<file path="src/rtl/mgmt_dc_arb_pkg.sv">
// Shared types and the round-robin pick helper for the management data-channel arbiter.
package mgmt_dc_arb_pkg;

   localparam int unsigned MaxReq      = 8;
   localparam int unsigned DefaultTagW = 3;

   typedef enum logic [1:0] {IDLE, SEND, WAIT_RSP, RETURN} arb_state_t;

   // One-hot grant: first set bit of req[n-1:0] at or above ptr, wrapping past n-1.
   function automatic logic [MaxReq-1:0] rr_pick(input logic [MaxReq-1:0] req,
                                                  input logic [2:0]        ptr,
                                                  input int unsigned       n);
      logic [MaxReq-1:0] grant;
      logic              found;
      int unsigned       idx;
      grant = '0;
      found = 1'b0;
      for (int unsigned i = 0; i < MaxReq; i++) begin
         idx = (32'(ptr) + i) % n;
         if (i < n && !found && req[idx[2:0]]) begin
            grant[idx[2:0]] = 1'b1;
            found           = 1'b1;
         end
      end
      return grant;
   endfunction

endpackage

</file>
<file path="src/rtl/mgmt_dc_rr_arbiter.sv">
// Round-robin requester pick plus the rotating priority pointer.
module mgmt_dc_rr_arbiter
   import mgmt_dc_arb_pkg::*;
#(
   parameter int unsigned NUM_REQ = 4,
   parameter int unsigned PtrW    = $clog2(NUM_REQ)
) (
   input  logic               clk_i,
   input  logic               rst_i,
   input  logic [NUM_REQ-1:0] req_i,
   input  logic               adv_i,
   input  logic [PtrW-1:0]    owner_i,
   output logic [NUM_REQ-1:0] grant_o,
   output logic [PtrW-1:0]    grant_idx_o
);

   logic [PtrW-1:0]   ptr_q, ptr_d;
   logic [MaxReq-1:0] req_ext;
   logic [MaxReq-1:0] pick;

   always_comb begin
      req_ext              = '0;
      req_ext[NUM_REQ-1:0] = req_i;
      pick                 = rr_pick(req_ext, 3'(ptr_q), NUM_REQ);
      grant_o              = pick[NUM_REQ-1:0];
      grant_idx_o          = '0;
      for (int unsigned i = 0; i < MaxReq; i++) begin
         if (pick[i]) grant_idx_o = PtrW'(i);
      end
   end

   // Priority moves to the requester just after the one that was served.
   always_comb begin
      ptr_d = ptr_q;
      if (adv_i) begin
         ptr_d = (owner_i == PtrW'(NUM_REQ - 1)) ? '0 : owner_i + 1'b1;
      end
   end

   always_ff @(posedge clk_i or posedge rst_i) begin
      if (rst_i) ptr_q <= '0;
      else       ptr_q <= ptr_d;
   end

endmodule

</file>
<file path="src/rtl/mgmt_data_channel_arbiter.sv">
// Shares the LTPI management data channel between NUM_REQ requesters, one transaction at a
// time, routing the tagged response (or a timeout / link-loss error) back to its owner.
module mgmt_data_channel_arbiter
   import mgmt_dc_arb_pkg::*;
#(
   parameter int unsigned NUM_REQ     = 4,
   parameter int unsigned PAYLOAD_W   = 32,
   parameter int unsigned TAG_W       = DefaultTagW,
   parameter int unsigned TIMEOUT_CYC = 4096
) (
   input  logic                         clk,
   input  logic                         reset,
   input  logic                         link_aligned,
   input  logic [NUM_REQ-1:0]           req_valid,
   input  logic [NUM_REQ*PAYLOAD_W-1:0] req_payload,
   output logic [NUM_REQ-1:0]           req_ready,
   output logic [NUM_REQ-1:0]           rsp_valid,
   output logic [PAYLOAD_W-1:0]         rsp_payload,
   output logic                         rsp_error,
   output logic                         ch_tx_valid,
   input  logic                         ch_tx_ready,
   output logic [PAYLOAD_W-1:0]         ch_tx_payload,
   output logic [TAG_W-1:0]             ch_tx_tag,
   input  logic                         ch_rx_valid,
   input  logic [TAG_W-1:0]             ch_rx_tag,
   input  logic [PAYLOAD_W-1:0]         ch_rx_payload,
   output logic                         busy
);

   localparam int unsigned PtrW = $clog2(NUM_REQ);
   localparam int unsigned CntW = $clog2(TIMEOUT_CYC);

   arb_state_t           state_q, state_d;
   logic [PtrW-1:0]      owner_q, owner_d;
   logic [PAYLOAD_W-1:0] tx_payload_q, tx_payload_d;
   logic                 ch_tx_valid_q, ch_tx_valid_d;
   logic [CntW-1:0]      cnt_q, cnt_d;
   logic [NUM_REQ-1:0]   rsp_valid_q, rsp_valid_d;
   logic [PAYLOAD_W-1:0] rsp_payload_q, rsp_payload_d;
   logic                 rsp_error_q, rsp_error_d;

   logic [NUM_REQ-1:0]   grant;
   logic [PtrW-1:0]      grant_idx;
   logic                 finish_err;

   mgmt_dc_rr_arbiter #(
      .NUM_REQ (NUM_REQ),
      .PtrW    (PtrW)
   ) u_rr_arbiter (
      .clk_i       (clk),
      .rst_i       (reset),
      .req_i       (req_valid),
      .adv_i       (state_q == RETURN),
      .owner_i     (owner_q),
      .grant_o     (grant),
      .grant_idx_o (grant_idx)
   );

   always_comb begin
      state_d       = state_q;
      owner_d       = owner_q;
      tx_payload_d  = tx_payload_q;
      ch_tx_valid_d = ch_tx_valid_q;
      cnt_d         = cnt_q;
      rsp_valid_d   = '0;
      rsp_payload_d = rsp_payload_q;
      rsp_error_d   = rsp_error_q;
      req_ready     = '0;
      finish_err    = 1'b0;

      unique case (state_q)
         IDLE: begin
            // reset gates the accept strobe so outputs read 0 while reset is held
            if (link_aligned && (|req_valid) && !reset) begin
               req_ready     = grant;
               owner_d       = grant_idx;
               tx_payload_d  = req_payload[grant_idx*PAYLOAD_W +: PAYLOAD_W];
               ch_tx_valid_d = 1'b1;
               state_d       = SEND;
            end
         end
         SEND: begin
            if (!link_aligned) begin
               finish_err = 1'b1;
            end else if (ch_tx_ready) begin
               ch_tx_valid_d = 1'b0;
               cnt_d         = '0;
               state_d       = WAIT_RSP;
            end
         end
         WAIT_RSP: begin
            cnt_d = cnt_q + 1'b1;
            if (!link_aligned) begin
               finish_err = 1'b1;
            end else if (ch_rx_valid && ch_rx_tag == TAG_W'(owner_q)) begin
               rsp_payload_d        = ch_rx_payload;
               rsp_error_d          = 1'b0;
               rsp_valid_d[owner_q] = 1'b1;
               state_d              = RETURN;
            end else if (cnt_d == CntW'(TIMEOUT_CYC - 1)) begin
               finish_err = 1'b1;
            end
         end
         RETURN: state_d = IDLE;
         default: state_d = IDLE;
      endcase

      if (finish_err) begin
         ch_tx_valid_d        = 1'b0;
         rsp_payload_d        = '0;
         rsp_error_d          = 1'b1;
         rsp_valid_d[owner_q] = 1'b1;
         state_d              = RETURN;
      end
   end

   always_ff @(posedge clk or posedge reset) begin
      if (reset) begin
         state_q       <= IDLE;
         owner_q       <= '0;
         tx_payload_q  <= '0;
         ch_tx_valid_q <= 1'b0;
         cnt_q         <= '0;
         rsp_valid_q   <= '0;
         rsp_payload_q <= '0;
         rsp_error_q   <= 1'b0;
      end else begin
         state_q       <= state_d;
         owner_q       <= owner_d;
         tx_payload_q  <= tx_payload_d;
         ch_tx_valid_q <= ch_tx_valid_d;
         cnt_q         <= cnt_d;
         rsp_valid_q   <= rsp_valid_d;
         rsp_payload_q <= rsp_payload_d;
         rsp_error_q   <= rsp_error_d;
      end
   end

   assign ch_tx_valid   = ch_tx_valid_q;
   assign ch_tx_payload = tx_payload_q;
   assign ch_tx_tag     = TAG_W'(owner_q);
   assign rsp_valid     = rsp_valid_q;
   assign rsp_payload   = rsp_payload_q;
   assign rsp_error     = rsp_error_q;
   assign busy          = (state_q != IDLE);

endmodule

</file>
<file path="config.mk">
export PLATFORM = sky130hd
export DESIGN_NAME = mgmt_data_channel_arbiter
export DESIGN_NICKNAME = d
export VERILOG_FILES = /design/src/rtl/mgmt_dc_arb_pkg.sv /design/src/rtl/mgmt_dc_rr_arbiter.sv /design/src/rtl/mgmt_data_channel_arbiter.sv
export SDC_FILE = /design/constraint.sdc
export NUM_CORES = 1
export LEC_CHECK = 0
export ABC_CLOCK_PERIOD_IN_PS = 3800
export CORE_MARGIN = 5
export CORE_UTILIZATION = 28
export DETAILED_ROUTE_END_ITERATION = 8
export PLACE_DENSITY = 0.68
export SLEW_MARGIN = 30
export SYNTH_ARGS = -nofsm -noshare
export SYNTH_HDL_FRONTEND = slang
export SYNTH_SLANG_ARGS = --single-unit
</file>
<file path="constraint.sdc">
create_clock -name clk -period 3.8 [get_ports clk]
set_input_delay 0.76 -clock clk [delete_from_list [all_inputs] [get_ports clk]]
set_output_delay 0.76 -clock clk [all_outputs]
set_load 0.005 [all_outputs]
</file>
==> flow_metrics.py <==
metrics = {
    "run_status": {
        "status": "finished clean",
    },
    "die": {
        "ios": 250,
        "dieArea_um2": 21900,
        "start_util_pct": 28.5,
        "core_area_um2": 18800,
        "rows": 50,
        "die_h_um": 148,
        "fp.dieW_um": 148,
    },
    "setup_path": {
        "r2r_cells": 11,
        "max_stage_delay_ns": 0.48,
        "cp_max_fo": 4,
        "critPathRequiredTime_ns": 3.04,
        "slowest_stage": "clkdlybuf4s50_1",
        "cp.arrival_ns": 2.90,
        "cp-start-kind": "input pin",
        "worstPathCellList": "clkdlybuf4s50_1, buf_4, mux2i_2, buf_4, o22ai_1, a2111oi_4, o21a_1, nor2_1, clkdlybuf4s50_1",
        "crit_type": "in -> out",
        "endpoint_kind": "output port",
    },
    "power": {
        "leakagePower_nw": 3.44,
        "power_frac_seq_pct": 26.3,
        "power_density_nw_per_um2": 662,
        "pwr-share-comb_pct": 58.7,
        "internal_power_mw": 3.31,
        "swShare_pct": 40.7,
        "p_sw_mw": 2.27,
        "p_clk_share_pct": 15.0,
        "irDropWorstVdd_v": 0.000553,
    },
    "synthesis": {
        "synth_fa_ha_area_share_pct": 4.22,
        "synth-seq-area-share_pct": 41.2,
        "synthSimpleGateAreaFrac_pct": 17.5,
        "synth_compound_gate_area_share_pct": 27.5,
        "syn-cell-area_um2": 5340,
        "synth-main-ff-cell": "dfrtp_1",
        "synth_cell_types": 56,
        "synth_edf_count": 0,
        "async_reset_ff_share_pct": 100,
        "synth_top_family_by_area": "compound AO/OA/AOI/OAI gates",
        "muxShareOfSynthArea_pct": 3.12,
        "syn_inst": 605,
        "synth-xor-area-share_pct": 0.492,
        "ys_warn_count": 0,
        "ys_ff_latch": 88,
        "synth_nets": 795,
        "avgSynthCellArea_um2": 8.83,
    },
    "placed_design": {
        "dp.cells": 1069,
        "hpwl_mm": 14.2,
        "gp_congestion": 0.900,
        "port_buffers": 248,
    },
    "layout": {
        "area_growth_syn_to_layout_pct": 57.5,
        "final_cells": 1084,
        "diodes": 0,
        "drive_gt1_share_pct": 6.94,
        "final_nets": 1036,
    },
    "global_routing": {
        "antenna_found_initial": 0,
        "grt_pass1_vias": 5155,
        "grt_usage_pct": 17.3,
        "grt_max_degree": 57,
        "grt_pass1_wl_mm": 30.0,
        "grt-ovfl-total": 0,
    },
    "sta": {
        "holdWs_ns": 0.482,
        "max_freq_mhz": 274,
        "period_minus_slack_ns": 3.66,
        "tightest_slew_ns": 0.857,
        "rsz0062_at_grt": "no",
        "slew_headroom_pct": 42.7,
        "final.setup_skew_ns": 0.0124,
        "finalHoldViolations": 0,
        "period_share_pct": 96.2,
        "finalSetupViolations": 0,
        "fin_setup_tns_ns": 0,
        "slew_violations": 0,
    },
    "routing": {
        "drtIter0Drc": 310,
        "firstDrtPassIters": 4,
        "vias": 5364,
        "wl_mm": 19.3,
        "drc": 0,
        "via_per_inst": 4.95,
        "ant_nets": 0,
        "wire_per_inst_um": 17.8,
    },
    "clock_tree": {
        "cts_tree": "built",
        "cts.clk_slew.worst_paths_ns": 0.07,
        "holdBufCountCts": 0,
        "h-tree-depth": 3,
        "cts_root_buffer": "clkbuf_16",
        "clock_latency_ns": 0.34,
        "cts.path.max_buffers": 2,
        "numCtsBuffers": 9,
        "cts.sinks": 88,
    },
    "hold_path": {
        "hold_path_depth": 1,
        "hp-class": "reg -> reg",
    },
    "flow_run": {
        "drv_cap": 0,
    },
}
[cell usage in the layout (no fill, tap or decap), types with 4 or more instances in the layout]
master / instances
nand3_1: 9
o21a_1: 4
and3_1: 5
a21o_1: 8
buf_4: 25
a21oi_1: 72
mux2i_1: 9
ha_1: 17
clkbuf_16: 9
o31ai_1: 7
o21ai_0: 16
a41oi_1: 4
clkdlybuf4s50_1: 246
inv_1: 14
o22ai_1: 6
o22a_1: 32
nand2b_1: 8
nand2_1: 159
nor2_1: 13
dfrtp_1: 88
clkinv_2: 4
a221o_1: 32
[repair_timing]
item	4_1_cts	5_1_grt
gates resized for setup	0	5
setup buffers	0	0
endpoints found under the setup margin	0	2
[final cells by class]
| cell class | instances | area, um2 |
|---|---|---|
| fillers | 1827 | 10400 |
| multi-input cells | 456 | 2860 |
| repair buffers | 276 | 2740 |
| flip-flops and latches | 88 | 2200 |
| well taps | 234 | 293 |
| clock buffers | 9 | 225 |
| inverters | 15 | 57.6 |
| clock inverters | 6 | 41.3 |
[state kept, by name, summed over array words and instances, names as in the netlist, 2 cells and up]
| name | cells |
|---|---|
| u_rr_arbiter.ptr_q | 2 |
| rsp_valid | 4 |
| state_q | 2 |
| ch_tx_payload | 32 |
| rsp_payload | 32 |
| owner_q | 2 |
| cnt_q | 12 |
[logic make-up (layout without fill, tap and decap cells)]
| family | Yosys count | in the layout |
|---|---|---|
| mux | 15 | 15 |
| buf+inv | 61 | 306 |
| simple gates | 217 | 217 |
| fa+ha+maj | 18 | 18 |
| xor+xnor | 3 | 3 |
| flops | 88 | 88 |
| other cells | 1 | 1 |
| compound gates | 202 | 202 |
[metrics by stage]
step	area (um2)	util [%]	setup slack [ns]	total power [mW]
after floorplan	5340	-	0.643	3.34
after global placement	8120	43.3	0.103	4.71
after detailed placement	8120	43.3	0.121	4.74
after CTS	8390	44.7	0.0381	5.60
after global routing	8410	44.8	0.0251	5.99
final	8410	44.8	0.144	5.57
[cell usage after synthesis (all sizes together) (3+ instances only)]
library cell / instances / area [um2]
nand2: 159 / 597
dfrtp: 88 / 2200
a21oi: 73 / 365
a221o: 32 / 320
o22a: 32 / 280
buf: 23 / 174
clkbuf: 23 / 86.3
ha: 18 / 225
o21ai: 18 / 101
inv: 15 / 56.3
nor2: 14 / 60.1
mux2i: 11 / 118
nand3: 9 / 45.0
a21o: 8 / 60.1
nand2b: 8 / 50.1
o31ai: 7 / 52.6
o22ai: 6 / 37.5
and3: 5 / 31.3
a41oi: 4 / 35.0
mux2: 4 / 48.8
nor4: 4 / 25.0
o21a: 4 / 30.0
a22o: 3 / 26.3
nand4: 3 / 18.8
nor3: 3 / 15.0
xor2: 3 / 26.3
[path summary, 6_finish.rpt]
kind	start	slack, ns	end
min	rsp_error	0.48	rsp_error
min in group asynchronous	reset	1.07	ch_tx_payload[31]
max	req_valid[2]	0.14	req_ready[3]
max in group asynchronous	reset	1.99	rsp_payload[13]
min reg2reg	rsp_error	0.48	rsp_error
max reg2reg	u_rr_arbiter.ptr_q[0]	0.63	ch_tx_payload[1]
[critical path, delay by kind of cell]
family / cells / cell delay, ns
AOI/OAI and AO/OA: 3 / 0.70
buffers and inverters: 4 / 1.21
muxes: 1 / 0.17
and+or+nand+nor: 1 / 0.05
[per-layer routing]
layer	global-route usage (%)	vias to the layer above	wire length, um	part of all wire (%)
met1	22.8	2564	8360	43
li1	-	2663	-	-
met4	4.53	0	288	1.5
met5	0	-	0	0
met2	28.8	120	9690	50
met3	3.84	17	948	4.9
[power groups by stage]
stage | clock network (mW) | registers, mW | logic, mW
6_report | 0.834 | 1.47 | 3.27
5_1_grt | 0.900 | 1.51 | 3.57
4_1_cts | 0.866 | 1.47 | 3.26
3_5_place_dp | 0 | 1.48 | 3.25
3_3_place_gp | 0 | 1.48 | 3.23
2_1_floorplan | 0 | 1.49 | 1.85
Note: power is estimated with default switching activity, not from simulation.
